`src/rtl/kernel_ctrl_pkg.sv`:
```
// rtl/kernel_ctrl_pkg.sv - shared state encoding and width helper for the kernel run scheduler
package kernel_ctrl_pkg;

  localparam int STATE_W = 3;

  typedef enum logic [STATE_W-1:0] {
    IDLE  = 3'd0,
    ARM   = 3'd1,
    START = 3'd2,
    RUN   = 3'd3,
    GAP   = 3'd4
  } state_t;

  // Smallest width that can index v distinct values
  function automatic int CLOG2(input int v);
    int r;
    r = 0;
    for (int i = 0; i < 31; i++) begin
      if ((1 << i) < v) r = i + 1;
    end
    return r;
  endfunction

endpackage

```
`src/rtl/kernel_run_ctrl_trig_sync.sv`:
```
// rtl/kernel_run_ctrl_trig_sync.sv - two-flop synchronizer with rising-edge detect for the VIO trigger
module trig_sync (
  input  logic clk_i,
  input  logic rst_ni,
  input  logic async_i,
  output logic trig_lvl_o,
  output logic trig_rise_o
);

  logic meta_q;
  logic sync_q;
  logic prev_q;

  // Two metastability stages followed by a delayed copy for edge detection
  always_ff @(posedge clk_i) begin
    if (!rst_ni) begin
      meta_q <= 1'b0;
      sync_q <= 1'b0;
      prev_q <= 1'b0;
    end else begin
      meta_q <= async_i;
      sync_q <= meta_q;
      prev_q <= sync_q;
    end
  end

  assign trig_lvl_o  = sync_q;
  assign trig_rise_o = sync_q & ~prev_q;

endmodule

```
`src/rtl/kernel_run_ctrl.sv`:
```
// rtl/kernel_run_ctrl.sv - sequences ap_ctrl_hs kernel runs with dataset stepping, idle gaps and a watchdog
module kernel_run_ctrl
  import kernel_ctrl_pkg::*;
#(
  parameter int DATASET_NUM = 8,
  parameter int RUN_W       = 16,
  parameter int CYC_W       = 32,
  parameter int GAP_CYCLES  = 16,
  parameter int WD_CYCLES   = 1 << 20,
  parameter int SEL_W       = CLOG2(DATASET_NUM)
) (
  input  logic             ap_clk,
  input  logic             ap_rst_n,
  input  logic             trig_in,
  input  logic [RUN_W-1:0] num_runs,
  output logic             ap_start,
  input  logic             ap_ready,
  input  logic             ap_done,
  input  logic             ap_idle,
  output logic [SEL_W-1:0] dataset_sel,
  output logic             ram_swap,
  output logic             busy,
  output logic [RUN_W-1:0] run_cnt,
  output logic [CYC_W-1:0] last_cycles,
  output logic             last_valid,
  output logic             err_timeout
);

  localparam int GAP_W = (GAP_CYCLES > 1) ? CLOG2(GAP_CYCLES) : 1;

  logic             trig_lvl;
  logic             trig_rise;

  state_t           state_q;
  logic             ap_start_q;
  logic [SEL_W-1:0] dataset_sel_q;
  logic             ram_swap_q;
  logic [RUN_W-1:0] run_cnt_q;
  logic [RUN_W-1:0] num_runs_q;
  logic [CYC_W-1:0] cyc_q;
  logic [CYC_W-1:0] last_cycles_q;
  logic             last_valid_q;
  logic             err_q;
  logic [GAP_W-1:0] gap_q;

  logic [SEL_W-1:0] sel_next;
  logic             runs_done;

  trig_sync u_trig_sync (
    .clk_i       (ap_clk),
    .rst_ni      (ap_rst_n),
    .async_i     (trig_in),
    .trig_lvl_o  (trig_lvl),
    .trig_rise_o (trig_rise)
  );

  assign sel_next  = (dataset_sel_q == SEL_W'(DATASET_NUM - 1)) ? '0 : dataset_sel_q + SEL_W'(1);
  assign runs_done = ((num_runs_q != '0) && (run_cnt_q == num_runs_q)) ||
                     ((num_runs_q == '0) && !trig_lvl);

  // Run sequencer: trigger latch, start handshake, cycle count, watchdog, gap timing
  always_ff @(posedge ap_clk) begin
    if (!ap_rst_n) begin
      state_q       <= IDLE;
      ap_start_q    <= 1'b0;
      dataset_sel_q <= '0;
      ram_swap_q    <= 1'b0;
      run_cnt_q     <= '0;
      num_runs_q    <= '0;
      cyc_q         <= '0;
      last_cycles_q <= '0;
      last_valid_q  <= 1'b0;
      err_q         <= 1'b0;
      gap_q         <= '0;
    end else begin
      ram_swap_q   <= 1'b0;
      last_valid_q <= 1'b0;
      case (state_q)
        IDLE: begin
          if (trig_rise) begin
            num_runs_q    <= num_runs;
            run_cnt_q     <= '0;
            dataset_sel_q <= '0;
            err_q         <= 1'b0;
            state_q       <= ARM;
          end
        end
        ARM: begin
          if (ap_idle) begin
            ap_start_q <= 1'b1;
            cyc_q      <= CYC_W'(1);
            state_q    <= START;
          end
        end
        START, RUN: begin
          if (ap_ready) ap_start_q <= 1'b0;
          if (ap_done) begin
            ap_start_q    <= 1'b0;
            last_cycles_q <= cyc_q;
            last_valid_q  <= 1'b1;
            if (run_cnt_q != '1) run_cnt_q <= run_cnt_q + RUN_W'(1);
            dataset_sel_q <= sel_next;
            ram_swap_q    <= 1'b1;
            gap_q         <= '0;
            state_q       <= GAP;
          end else if (cyc_q >= CYC_W'(WD_CYCLES)) begin
            err_q      <= 1'b1;
            ap_start_q <= 1'b0;
            state_q    <= IDLE;
          end else begin
            if (cyc_q != '1) cyc_q <= cyc_q + CYC_W'(1);
            if ((state_q == START) && ap_ready) state_q <= RUN;
          end
        end
        GAP: begin
          if (gap_q == GAP_W'(GAP_CYCLES - 1)) begin
            state_q <= runs_done ? IDLE : ARM;
          end else begin
            gap_q <= gap_q + GAP_W'(1);
          end
        end
        default: state_q <= IDLE;
      endcase
    end
  end

  assign ap_start    = ap_start_q;
  assign dataset_sel = dataset_sel_q;
  assign ram_swap    = ram_swap_q;
  assign busy        = (state_q != IDLE);
  assign run_cnt     = run_cnt_q;
  assign last_cycles = last_cycles_q;
  assign last_valid  = last_valid_q;
  assign err_timeout = err_q;

endmodule

```
`config.mk`:
```
export PLATFORM = sky130hd
export DESIGN_NAME = kernel_run_ctrl
export DESIGN_NICKNAME = d
export VERILOG_FILES = /design/src/rtl/kernel_ctrl_pkg.sv /design/src/rtl/kernel_run_ctrl_trig_sync.sv /design/src/rtl/kernel_run_ctrl.sv
export SDC_FILE = /design/constraint.sdc
export NUM_CORES = 1
export LEC_CHECK = 0
export ABC_AREA = 1
export CAP_MARGIN = 10
export CORE_MARGIN = 5
export CORE_UTILIZATION = 25
export DETAILED_ROUTE_END_ITERATION = 10
export PLACE_DENSITY = 0.44
export SLEW_MARGIN = 40
export SYNTH_ARGS = -nofsm -noshare
export SYNTH_HDL_FRONTEND = slang
export SYNTH_SLANG_ARGS = --single-unit
```
`constraint.sdc`:
```
create_clock -name ap_clk -period 1.7 [get_ports ap_clk]
set_input_delay 0.255 -clock ap_clk [delete_from_list [all_inputs] [get_ports ap_clk]]
set_output_delay 0.255 -clock ap_clk [all_outputs]
set_load 0.02 [all_outputs]
```
* Word level (Yosys, flattened, before mapping)
Index checks and enable logic that the tools add are counted.
W data, S select, Z words.
** Word-level totals
- Register bits after elaboration :: 112
- Input bits :: 22
- Output and inout port bits :: 56
** Cells by class
- Add/subtract/negate cells :: 4
- $lt $le $gt $ge :: 1
- Eq/ne operators :: 21
- Muxes and demuxes :: 34
- Bitwise gates (word level) :: 2
- Reduce and logical (&&, ||, !) cells :: 23
** Operator list (number)
- $mux W32 :: 4
- $pmux W32 S2 :: 1
- $mux W16 :: 3
- $add A32 B1 Y32 const B :: 1
- $ge A32 B21 Y1 const B :: 1
- $ne A32 B32 Y1 const B :: 1
- $pmux W16 S2 :: 1
- $mux W3 :: 9
- $ne A2 B2 Y1 const B :: 10
- $add A16 B1 Y16 const B :: 1
- $eq A16 B16 Y1 :: 1
- $logic_not A16 Y1 :: 1
- $ne A16 B16 Y1 const B :: 1
- $reduce_bool A16 Y1 :: 1
- $pmux W3 S4 :: 1
- $reduce_and A4 Y1 :: 3
- $mux W1 :: 9
- $reduce_and A3 Y1 :: 3
- $mux W4 :: 2
- $ne A4 B4 Y1 const B :: 2
- $pmux W4 S2 :: 1
- $eq A3 B2 Y1 const B :: 2
- $eq A3 B3 Y1 const B :: 2
- $pmux W3 S2 :: 1
- other kinds (16) :: 23

* Logic depth before layout (Yosys ltp)
Gate-level depths: netlist of the first run.
- Depth in word-level cells :: 6
- Gate-level depth with buffers :: 12
- Depth with buffers taken out :: 12

* Modules after synthesis
Synthesis of the first run repeated with hierarchy kept, for this count alone.
** Second synthesis, totals
- Cell total of the unflattened synthesis :: 721
- Area, all modules :: 5193.7 sq um
** Modules (own cells, without submodules)
- kernel_run_ctrl :: times used 1, cells an instance 710, area an instance 5101.1 sq um
- trig_sync :: times used 1, cells an instance 11, area an instance 92.6 sq um

* Least setup slack after synthesis of the first run
Ideal clock, no wire load.
- Path kind :: register to register
- From :: register run_cnt_q[0], in the netlist run_cnt[0]
- To :: register run_cnt_q[15], in the netlist run_cnt[15]
- Library setup time :: 0.128 ns
- Arrival time :: 1.770 ns
- Data required time :: 1.572 ns
- Setup slack :: -0.197 ns
- Cell stages (with the launch flop) :: 12
- Path buffers :: 1
- Period minus slack after synthesis :: 1.897 ns
- Cell sequence :: dfxtp_1 ha_1 nand2_2 nor3_4 nand2_2 nor2_2 nand3_1 nand2_2 buf_6 nor2_1 a21oi_1 nor2_1
** Between the ends
- Cells in the longest elaborated chain, start to end :: 4
** Ends and longest elaborated chain
- from (decl) :: RTL line kernel_run_ctrl.sv:38 : logic [RUN_W-1:0] run_cnt_q;
- from (signal assigned) :: RTL line kernel_run_ctrl.sv:101 : if (run_cnt_q != '1) run_cnt_q <= run_cnt_q + RUN_W'(1);
- $add A16 B1 Y16 :: RTL line kernel_run_ctrl.sv:101
- $mux W16 :: RTL line kernel_run_ctrl.sv:101
- $mux W16 :: RTL line kernel_run_ctrl.sv:97 : if (ap_done) begin
- $pmux W16 S2 :: RTL line kernel_run_ctrl.sv:78 : case (state_q)
Several ways; a longest one is shown, not always the timed one. The select of a mux whose other input is x is not followed.
A chain may end at the register's enable or synchronous reset.

* Worst setup path in the final report of the first run
- From :: register state_q[0]
- To :: output port busy
** Between the ends
- Cells in the longest elaborated chain, start to end :: 1
** Ends and longest elaborated chain
- from (decl) :: RTL line kernel_run_ctrl.sv:34 : state_t state_q;
- from (signal assigned) :: RTL line kernel_run_ctrl.sv:117 : state_q <= runs_done ? IDLE : ARM;
- $reduce_bool A3 Y1 :: RTL line kernel_run_ctrl.sv:130 : assign busy = (state_q != IDLE);
- to (decl) :: RTL line kernel_run_ctrl.sv:22 : output logic busy,
No other way between the ends.

==> impl_summary.md, run 1 <==
Clocking
The clock slew seen by the registers of the worst setup and hold paths is 70 ps. The clock sink count is 112. Clock latency on the worst-skew pair, taken at its later pin, is 360 ps. TritonCTS built the clock tree. For this design, the CTS-stage hold fixing added 0 buffers. The number of buffers inserted during clock tree synthesis is 9.

The clock root buffer master is clkbuf_16. The H-tree depth is 3. Counting along the longest clock path gives a buffer depth of 2.

Synth
The count of flip-flops with a built-in enable after synthesis is 0. Summed over all instances, the cell type with the most area after synthesis is dfxtp_1. By count the netlist is led by 177 x nand2_1, 112 x dfxtp_1, 89 x inv_1.

The number of library cell types mapped by synthesis is 30. The number of synthesized register bits is 112. The post-synthesis net count is 754. The yosys synthesis warning count is 0.

The most used flip-flop cell after synthesis is dfxtp_1. Sequential cells were found to cover 44.8% of the synthesized design area. The most instantiated library cell after synthesis is nand2_1. The synthesized netlist occupies a cell area of 5010 sq um.

For this run, asynchronously set or reset flops after synthesis account for 0%. The synthesized instance count is 726. The average cell area after synthesis is 6.90 sq um. Ranked by total cell area, the synthesized netlist is headed by dfxtp_1 45%, nand2_1 13%, inv_1 6.7%. The area share of the largest cell type after synthesis is 44.8%.

Route
The post-detailed-route count of antenna-violating nets is 0. The violation count after the first detailed-routing iteration is 168. After detailed routing, the average wire length per cell comes to 12.9 um. Wires add up to 14400 um.

For this run, design rule violations remaining after detail routing come to 0. The mean number of vias per cell is 4.31. The first-pass iteration count of the detailed router is 4.

For this block, the via count after detailed routing is 4822.

Placement
The count of port buffers added during placement is 77. Including well taps, the total number of placed cells is 1098. Detailed placement ended at an HPWL of 10900 um. Prior to clock tree synthesis, the placed netlist has a worst setup slack of -211 ps.

Routability-driven placement finished with a final weighted congestion of 0.810.

STA
In the final timing run, aggregate negative setup slack is 0 ps. The setup violation total in the final timing report is 0. Setup repair after global routing could not meet its margin everywhere. The final-report max-slew violation count is 0.

For the pin with the worst max-slew slack, the measured transition is 292 ps. The minimum period implied by the final worst setup slack is 1630 ps. Between clock sinks in the finished design, the worst skew comes to 6.72 ps. The hold violation count in the final report came to 0. Dividing the final minimum period by the clock period gives 95.7%. The headroom to the max-slew limit is 80.5%.

Static timing analysis puts the maximum clock frequency at 615 MHz. After layout, the worst setup slack is 73.4 ps.

Worst setup path
STA classifies the critical path endpoint as an output port. The critical path is of the flip-flop to output port type. The maximum fanout along the worst path is 4. STA classifies the critical path startpoint as a flip-flop. At the worst endpoint, the arrival time is 1370 ps. STA puts the critical path data required time at 1440 ps.

Outcome
The flow ran to the end, and the final reports show no timing, DRC or antenna violations.

Power and ir drop
For this design the ratio of total power to cell area is 1020 nW/um^2. The share of total power in the clock network is 29.6%. The internal power summed over all cells is 4.69 mW. In this run the power spent charging and discharging nets is 2.40 mW. The sequential cell fraction of total power is 40.5%. In this run, the combinational gates consume 30.0% of the power. For this design the static power due to leakage is 2.82 nW. In this run switching power makes up 33.8% of total power. The worst ir drop on vdd is 0.000620 V.

Cells and area
The number of diodes is 0. The number of nets at the end of the flow is 877. Once layout is complete, the utilization of the core stands at 35.5%. For this run, the number of standard cells in the final layout without fillers is 1119. The fraction of final layout cells with drive strength greater than 1 is 14.5%. The relative area change from synthesis to final layout is 39.0%.

Floorplan
The floorplan die height is 152 um. Once the floorplan was initialized, standard cells occupied 25.6% of the core. The chip width is 152 um.

The area of the die is 23000 sq um. The floorplan row count is 51. The placeable core region is 19600 sq um.

The I/O pin count is 78.

GRT
Entering global routing, the biggest net connects 33 pins. The global-route usage over all layers is 13.1%. The initial antenna violation count is 0.

The first-pass GRT wire length is 23800 um. The via count of the first global-routing pass is 4704. Summed over all layers, the global routing overflow is 0.

Min path
The worst min-delay path category is flip-flop to flip-flop.

Job
The number of max-capacitance violations reported is 0.
==> stage by stage <==
| step | cell area [sq um] | total power [mW] | hold slack (ps) |
|---|---|---|---|
| 6_report | 6960 | 7.09 | 419 |
| 4_1_cts | 6770 | 7.02 | 419 |
| 5_1_grt | 6960 | 7.52 | 432 |
| 3_5_place_dp | 6490 | 4.91 | 408 |
| 2_1_floorplan | 5030 | 3.95 | 353 |
| 3_3_place_gp | 6490 | 4.91 | 405 |
==> layout by cell type, fill, tap and decap left out, types with 5 or more instances in the layout <==
cell,Yosys,final
a21oi_1,50,46
nor3_1,31,28
dfxtp_1,112,103
clkdlybuf4s50_1,0,58
dlygate4sd2_1,0,16
nor2_1,82,73
clkbuf_16,0,9
nand3_1,39,38
nand2_1,177,174
xor2_1,9,9
inv_2,6,5
o21ai_0,66,64
dfxtp_2,0,7
buf_4,2,53
nand4_1,12,12
ha_1,6,5
inv_1,89,88
nor2_2,2,5
buf_12,0,6
nor2_4,0,6
==> metal layers <==
| layer | up-vias | wire, um | GRT usage (%) |
|---|---|---|---|
| met5 | - | 0 | 0 |
| met4 | 0 | 179 | 3.28 |
| met3 | 14 | 643 | 3.42 |
| met2 | 79 | 6550 | 21.6 |
| met1 | 2174 | 7030 | 17.2 |
| li1 | 2555 | - | - |
==> area by class of cell <==
| cell class | count | area [sq um] |
|---|---|---|
| Fill cell | 2191 | 12600 |
| Sequential cell | 112 | 2260 |
| Tap cell | 265 | 332 |
| Timing Repair Buffer | 138 | 1300 |
| Clock inverter | 7 | 66.3 |
| Multi-Input combinational cell | 491 | 2410 |
| Clock buffer | 9 | 225 |
| Inverter | 97 | 369 |
==> timing repair <==
action	in CTS	in global routing
gates cloned	0	1
setup endpoints to repair	17	47
gates resized for setup	18	46
buffers inserted	0	4
pin swaps	0	7
==> state kept, by name, indices dropped and copies added (netlist names) <==
register	count
cyc_q	32
last_cycles	32
num_runs_q	16
run_cnt	16
gap_q	4
dataset_sel	3
state_q	3
ap_start	1
err_timeout	1
last_valid	1
u_trig_sync.meta_q	1
u_trig_sync.prev_q	1
u_trig_sync.trig_lvl_o	1
==> power by group through the flow <==
stage                     sequential [mW]  clock, mW  combinational [mW]
after floorplan                      2.94          0                1.01
after global placement               2.91          0                1.99
after detailed placement             2.91          0                1.99
after CTS                            2.86       2.18                1.98
after global routing                 2.88       2.27                2.37
final                                2.87       2.10                2.12
==> worst max-delay path, cell delays in order (launching register included) <==
cell and delay, ps:
dfxtp_1 360, nor2_4 170, nand2_2 130, dlygate4sd2_1 350
==> cell families after synthesis <==
logic type | count (synthesis) | share of synthesized area (%)
AND/OR/NAND/NOR | 353 | 29.9
AO/OA/AOI/OAI | 123 | 12.5
adder cells (fa/ha/maj) | 6 | 1.50
flip-flops | 112 | 44.8
XOR/XNOR | 9 | 1.57
buffers and inverters | 123 | 9.75
==> final timing paths <==
kind                                 startpoint                                end  slack, ps  cells after the start
setup reg to reg        run_cnt[0]$_SDFFE_PN0P_           run_cnt[14]$_SDFFE_PN0P_        100                     11
setup / recovery        state_q[0]$_SDFFE_PN0P_                               busy         70                      3
hold reg to reg   u_trig_sync.meta_q$_SDFF_PN0_  u_trig_sync.trig_lvl_o$_SDFF_PN0_        420                      2
hold / removal    u_trig_sync.meta_q$_SDFF_PN0_  u_trig_sync.trig_lvl_o$_SDFF_PN0_        420                      2
Note: power is estimated with default switching activity, not from simulation.
==> run 2: changes to the inputs <==
--- a/config.mk
+++ b/config.mk
@@ -6,7 +6,7 @@
 export NUM_CORES = 1
 export LEC_CHECK = 0
 export ABC_AREA = 1
-export CAP_MARGIN = 10
+export CAP_MARGIN = 5
 export CORE_MARGIN = 5
 export CORE_UTILIZATION = 25
 export DETAILED_ROUTE_END_ITERATION = 10
==> results of run 2 <==
The final DEF is identical to that of run 1; final timing and power are the same.
==> patch 1: new RTL, flow settings as in run 2 <==
Put one more register stage on the output `run_cnt`, cleared by the reset. The value now appears one clock later. The other outputs are not delayed to match.
--- a/src/rtl/kernel_run_ctrl.sv
+++ b/src/rtl/kernel_run_ctrl.sv
@@ -128,7 +128,13 @@
   assign dataset_sel = dataset_sel_q;
   assign ram_swap    = ram_swap_q;
   assign busy        = (state_q != IDLE);
-  assign run_cnt     = run_cnt_q;
+  always_ff @(posedge ap_clk) begin
+    if (!ap_rst_n) begin
+      run_cnt <= '0;
+    end else begin
+      run_cnt <= run_cnt_q;
+    end
+  end
   assign last_cycles = last_cycles_q;
   assign last_valid  = last_valid_q;
   assign err_timeout = err_q;
Function: changed (Yosys sat finds a counterexample within 10 cycles, from zero or initial values and one cycle with ap_rst_n low).
==> patch 1 against run 2 <==
  * Total power rose by 24%
  * Final area rose by 9.9%
  * Sequential cell count rose by 16
  * Clock skew rose by 1.8 ps
  * Wire length rose by 3.2%
  * Cell count rose by 5.8%
  * Setup slack got worse by 18 ps
  * Synthesized area rose by 8.4%
  * Via count rose by 3.1%
  * Register-to-register slack improved by 30 ps
  * Synthesized cell count rose by 5.4%
  * Critical endpoint is now last_cycles[12]
  * Largest cell class is now sequential cells
  * Largest power group is now the clock network
  * Highest routed layer unchanged
==> patch 1: results (changes against run 2) <==
| Metric | Value |
|---|---|
| Average wire per standard cell | `12.6 um (-2.5%)` |
| Root Buffer | `clkbuf_16` |
| Share of layout cells above drive strength 1 | `0.145 (-0.000288)` |
| Antenna violations before repair | `0 (unchanged)` |
| Post-synthesis sequential area ratio | `0.472 (+0.0243)` |
| Placed cell area | `6890 um^2 (+6.2%)` |
| Maximum clock insertion buffer count | `2 (unchanged)` |
| Reg2Reg Setup Slack | `130 ps (+30 ps)` |
| Initial DRC count | `182 (+8.3%)` |
| Cell leakage power | `3.22 nW (+14%)` |
| DR pass1 iterations | `4 (unchanged)` |
| CP peak stage delay | `610 ps (+250 ps)` |
| FF-to-FF End | `run_cnt_q[1]` |
| Num CTS Buffers | `17 (+8)` |
| R2r startpoint | `run_cnt_q[1]` |
| Post-Syn Instances | `765 (+5.4%)` |
| Maximum VDD drop | `0.000434 V (-30%)` |
| Clock Pin Slew Worst Setup and Hold Paths | `60 ps` |
| Placed Cells | `1146 (+4.4%)` |
| Cells taking the most area after synthesis | `dfxtp_1, nand2_1, inv_1, o21ai_0, nor2_1` |
| Asr flop ratio synth | `0 (unchanged)` |
| Critical path fanouts, max | `2 (-2)` |
| Utilization after layout | `0.354 (-0.00165)` |
| Final HPWL from detailed placement | `11.2 mm (+2.1%)` |
| Post-synthesis mux area share | `0 (unchanged)` |
| First-pass GRT wire length | `24.3 mm (+2.0%)` |
| Post-synthesis xor/xnor area fraction | `0.0113 (-0.00445)` |
| Synth top cells by count | `nand2_1, dfxtp_1, inv_1` |
| WHS Path Cells | `3 (+1)` |
| Least-Margin Pin Slew | `292 ps (-0.227 ps)` |
| Status | `completed` |
| Worst setup path end | `last_cycles[12]` |
| Vias in the first global route | `4762 (+1.2%)` |
| Syn nets | `793 (+5.2%)` |
| Worst Clk Skew | `8.49 ps (+1.78 ps)` |
| Library cells used by synthesis | `32 (+6.7%)` |
| R2R depth | `11 (unchanged)` |
| Largest net degree at the start of global routing | `32 (-3.0%)` |
| Post-Synth Adder-Cell Area | `0.0138 (-0.00116)` |
| Antenna Cells | `0 (unchanged)` |
| Synth Area in Compound Gates | `0.121 (-0.00394)` |
| RePlAce Congestion | `0.772 (-4.7%)` |
| Worst-path cell with the longest stage delay | `clkdlybuf4s50_1` |
| # port buffers | `77 (unchanged)` |
| Vias | `4972 (+3.1%)` |
| Synth warn | `0 (unchanged)` |
| Crit path launch | `last_cycles[12]` |
| Fillers | `2361 (+7.8%)` |
| DR vias/cell | `4.20 (-2.5%)` |
| H-tree depth | `4 (+1)` |
| Insertion delay to the later sink of the worst-skew pair | `420 ps (+60 ps)` |
| Crit path max-delay family | `buffers and inverters` |
| Nets | `919 (+4.8%)` |
| Gr usage total | `0.125 (-0.00671)` |
| Worst hold path type | `input pin to flop` |
| Arr. time, crit path | `1390 ps (+20 ps)` |
==> patch 1: cell type report <==
class	instances	area share
Timing Repair Buffer	135	0.170
Tap cell	280	0.0458
Clock buffer	24	0.0643
Inverter	112	0.0550
Sequential cell	128	0.337
Multi-Input combinational cell	497	0.312
Clock inverter	8	0.0167
==> patch 1: worst min-delay path by stage <==
stage,from,end
floorplan,trig_in,u_trig_sync.meta_q
finish,trig_in,u_trig_sync.meta_q
global route,trig_in,u_trig_sync.meta_q
CTS,trig_in,u_trig_sync.meta_q
global placement,u_trig_sync.meta_q,u_trig_sync.trig_lvl_o
detailed placement,u_trig_sync.meta_q,u_trig_sync.trig_lvl_o
==> patch 1: what timing repair did <==
item | 4_1_cts | 5_1_grt
setup buffers | 0 | 6
endpoints found under the hold margin | 0 | 0
pin swaps | 0 | 11
endpoints found under the setup margin | 7 | 40
gates resized for setup | 10 | 36
==> patch 1: metal layers <==
| metal | vias to the layer above | global-route usage | share of wire |
|---|---|---|---|
| li1 | 2679 | - | - |
| met1 | 2188 | 0.182 | 0.54 |
| met2 | 89 | 0.171 | 0.39 |
| met3 | 16 | 0.0366 | 0.054 |
| met4 | 0 | 0.0467 | 0.015 |
| met5 | - | 0 | 0 |
==> patch 1: worst min-delay path, cell delays in order <==
cell,delay [ps]
clkdlybuf4s50_1,400
nand2_1,60
inv_1,30
==> patch 1: kinds of logic (layout without fill, tap and decap cells) <==
group                    Yosys count  after routing
AND/OR/NAND/NOR                  357            357
adder cells (fa/ha/maj)            6              6
XOR/XNOR                           7              7
flip-flops                       128            128
AO/OA/AOI/OAI                    127            127
buffers and inverters            140            279
==> patch 1: stage by stage <==
stage                     total power, W  setup WS, ps  hold WS, ps  setup TNS (ps)
after floorplan                  0.00422          12.9          353               0
after global placement           0.00502          -113          394           -1550
after detailed placement         0.00501          -137          403           -2950
after CTS                        0.00886          4.28          350               0
after global routing             0.00926         -2.51          370           -2.78
final                            0.00876          55.8          368               0
==> patch 1: power by group <==
part	internal, W	switching, W	leakage (nW)	total, W
combinational	0.000694	0.00101	1.88	0.00170
clock	0.00246	0.00134	0.297	0.00381
sequential	0.00314	0.000110	1.04	0.00325
total	0.00630	0.00246	3.22	0.00876
==> patch 2: new RTL, settings of run 2 <==
Without the edit above. Change the parameter `DATASET_NUM` from 8 to 7.
--- a/src/rtl/kernel_run_ctrl.sv
+++ b/src/rtl/kernel_run_ctrl.sv
@@ -2,7 +2,7 @@
 module kernel_run_ctrl
   import kernel_ctrl_pkg::*;
 #(
-  parameter int DATASET_NUM = 8,
+  parameter int DATASET_NUM = 7,
   parameter int RUN_W       = 16,
   parameter int CYC_W       = 32,
   parameter int GAP_CYCLES  = 16,
Check against the original RTL: same outputs for any inputs over 10 cycles, from zero or initial values and one cycle with ap_rst_n low; that may be too few to reach the edited logic, so the function may still have changed.
==> patch 2 against run 2 <==
  * Via count shrank 0.56%
  * Final area shrank 0.99%
  * Critical path type unchanged
  * Total power shrank 0.30%
  * Clock power grew 9%
  * Sequential power is essentially flat
  * Register-to-register slack is essentially flat
  * Largest power group unchanged
  * Count of clock-buffer cells in the layout is the same
  * Synthesized area grew 1.6%
  * Global-route usage shrank 0.38 points
  * Setup slack lost 6.7 ps
  * Wire length grew 3.4%
  * Sequential cell count is the same
==> patch 2: results (changes against run 2) <==
| Metric | Value |
|---|---|
| Status | `completed` |
| FF-to-FF End | `run_cnt[7]` |
| DR vias/cell | `4.32 (+0.34%)` |
| R2R depth | `10 (-1)` |
| Max_slew headroom | `0.760 (-0.0455)` |
| Library cells used by synthesis | `34 (+13%)` |
| Worst hold path type | `input pin to flop` |
| Gr usage total | `0.127 (-0.00381)` |
| Pint | `0.00472 W (+0.50%)` |
| Initial DRC count | `229 (+36%)` |
| Met2 Track Usage GR | `0.211 (-0.00445)` |
| Hold Startpoint | `ap_rst_n` |
| Synth top cells by count | `nand2_1, dfxtp_1, inv_1` |
| Syn nets | `743 (-1.5%)` |
| Met1 Use GR | `0.164 (-0.00842)` |
| Post-place setup slack | `-136 ps (+75.4 ps)` |
| Cell leakage power | `2.80 nW (-0.68%)` |
| Share of layout cells above drive strength 1 | `0.143 (-0.00217)` |
| WHS Path Cells | `4 (+2)` |
| Maximum VDD drop | `0.000555 V (-10%)` |
| First-pass GRT wire length | `24.3 mm (+1.9%)` |
| Vias in the first global route | `4692 (-0.26%)` |
| Cells taking the most area after synthesis | `dfxtp_1, nand2_1, inv_1, o21ai_0, nand3_1` |
| Post-synthesis sequential area ratio | `0.441 (-0.00705)` |
| Fin Hold WS | `351 ps (-68.2 ps)` |
| RePlAce Congestion | `0.840 (+3.7%)` |
| Worst Clk Skew | `13.2 ps (+6.48 ps)` |
| Largest net degree at the start of global routing | `27 (-18%)` |
## patch 2: changes by cell type after synthesis, moves of 3 or more
cell     delta
nor2_1      -9
buf_6       +3
inv_2       -3
nand2_1    -32
nand3_1    +25
nor2_4      +3
nor3_1      -8
nand2_4     +3
inv_1       +6
## patch 2: logic make-up after synthesis
group,after synthesis,share of synthesized area
xor gates and xnor gates,9,0.0155
and+or+nand+nor,341,0.304
DFF,112,0.441
adders and majority gates,4,0.00984
AOI/OAI and AO/OA,125,0.128
buffers and inverters,126,0.102
## patch 2: power by group through the flow
stage          Sequential [W]  Clock, W  Combinational [W]
2_1_floorplan         0.00295         0            0.00106
3_3_place_gp          0.00292         0            0.00188
3_5_place_dp          0.00292         0            0.00188
4_1_cts               0.00287   0.00236            0.00188
5_1_grt               0.00290   0.00249            0.00214
6_report              0.00287   0.00228            0.00191
## patch 2: worst reg2reg max path, cell delays in order, from the launching register on
cell     delay (ps)
dfxtp_2         360
ha_4            140
nand2_2          70
nor3_4          170
nand2_2          90
nor2_4          200
nand2_4          90
nand2_8         110
buf_6           130
nand2_1          50
a21oi_1         140
## patch 2: layout make-up
class                           instances  area (um^2)
Clock buffer                            9          225
Clock inverter                          7         87.6
Fill cell                            2167        13200
Inverter                               99          383
Multi-Input combinational cell        479         2410
Sequential cell                       112         2250
Tap cell                              270          338
Timing Repair Buffer                  133         1190
## patch 2: layer usage
metal	wire length (um)	vias up
met5	0	-
met4	276	0
met3	539	17
met2	7130	70
met1	6950	2167
li1	-	2541
## patch 2: what timing repair did
action	4_1_cts	5_1_grt
gates resized for setup	17	34
setup buffers	0	3
endpoints found under the setup margin	16	54
pin swaps	0	7
## patch 2: worst max path at each step
stage | startpoint | endpoint | slack [ps] | depth (start not counted)
global placement | ap_idle | cyc_q[18] | -100 | 9
CTS | run_cnt[1] | run_cnt[3] | 0.8 | 10
detailed placement | ap_idle | cyc_q[7] | -140 | 9
floorplan | run_cnt[0] | run_cnt[13] | 10 | 10
finish | state_q[0] | busy | 70 | 3
global route | cyc_q[0] | cyc_q[20] | 1 | 11
## patch 2: through the flow
stage	power, W	std cells	cell area (um^2)
floorplan	0.00401	717	5090
global placement	0.00480	1090	6460
detailed placement	0.00480	1090	6460
CTS	0.00710	1106	6760
global route	0.00752	1109	6890
finish	0.00707	1109	6890
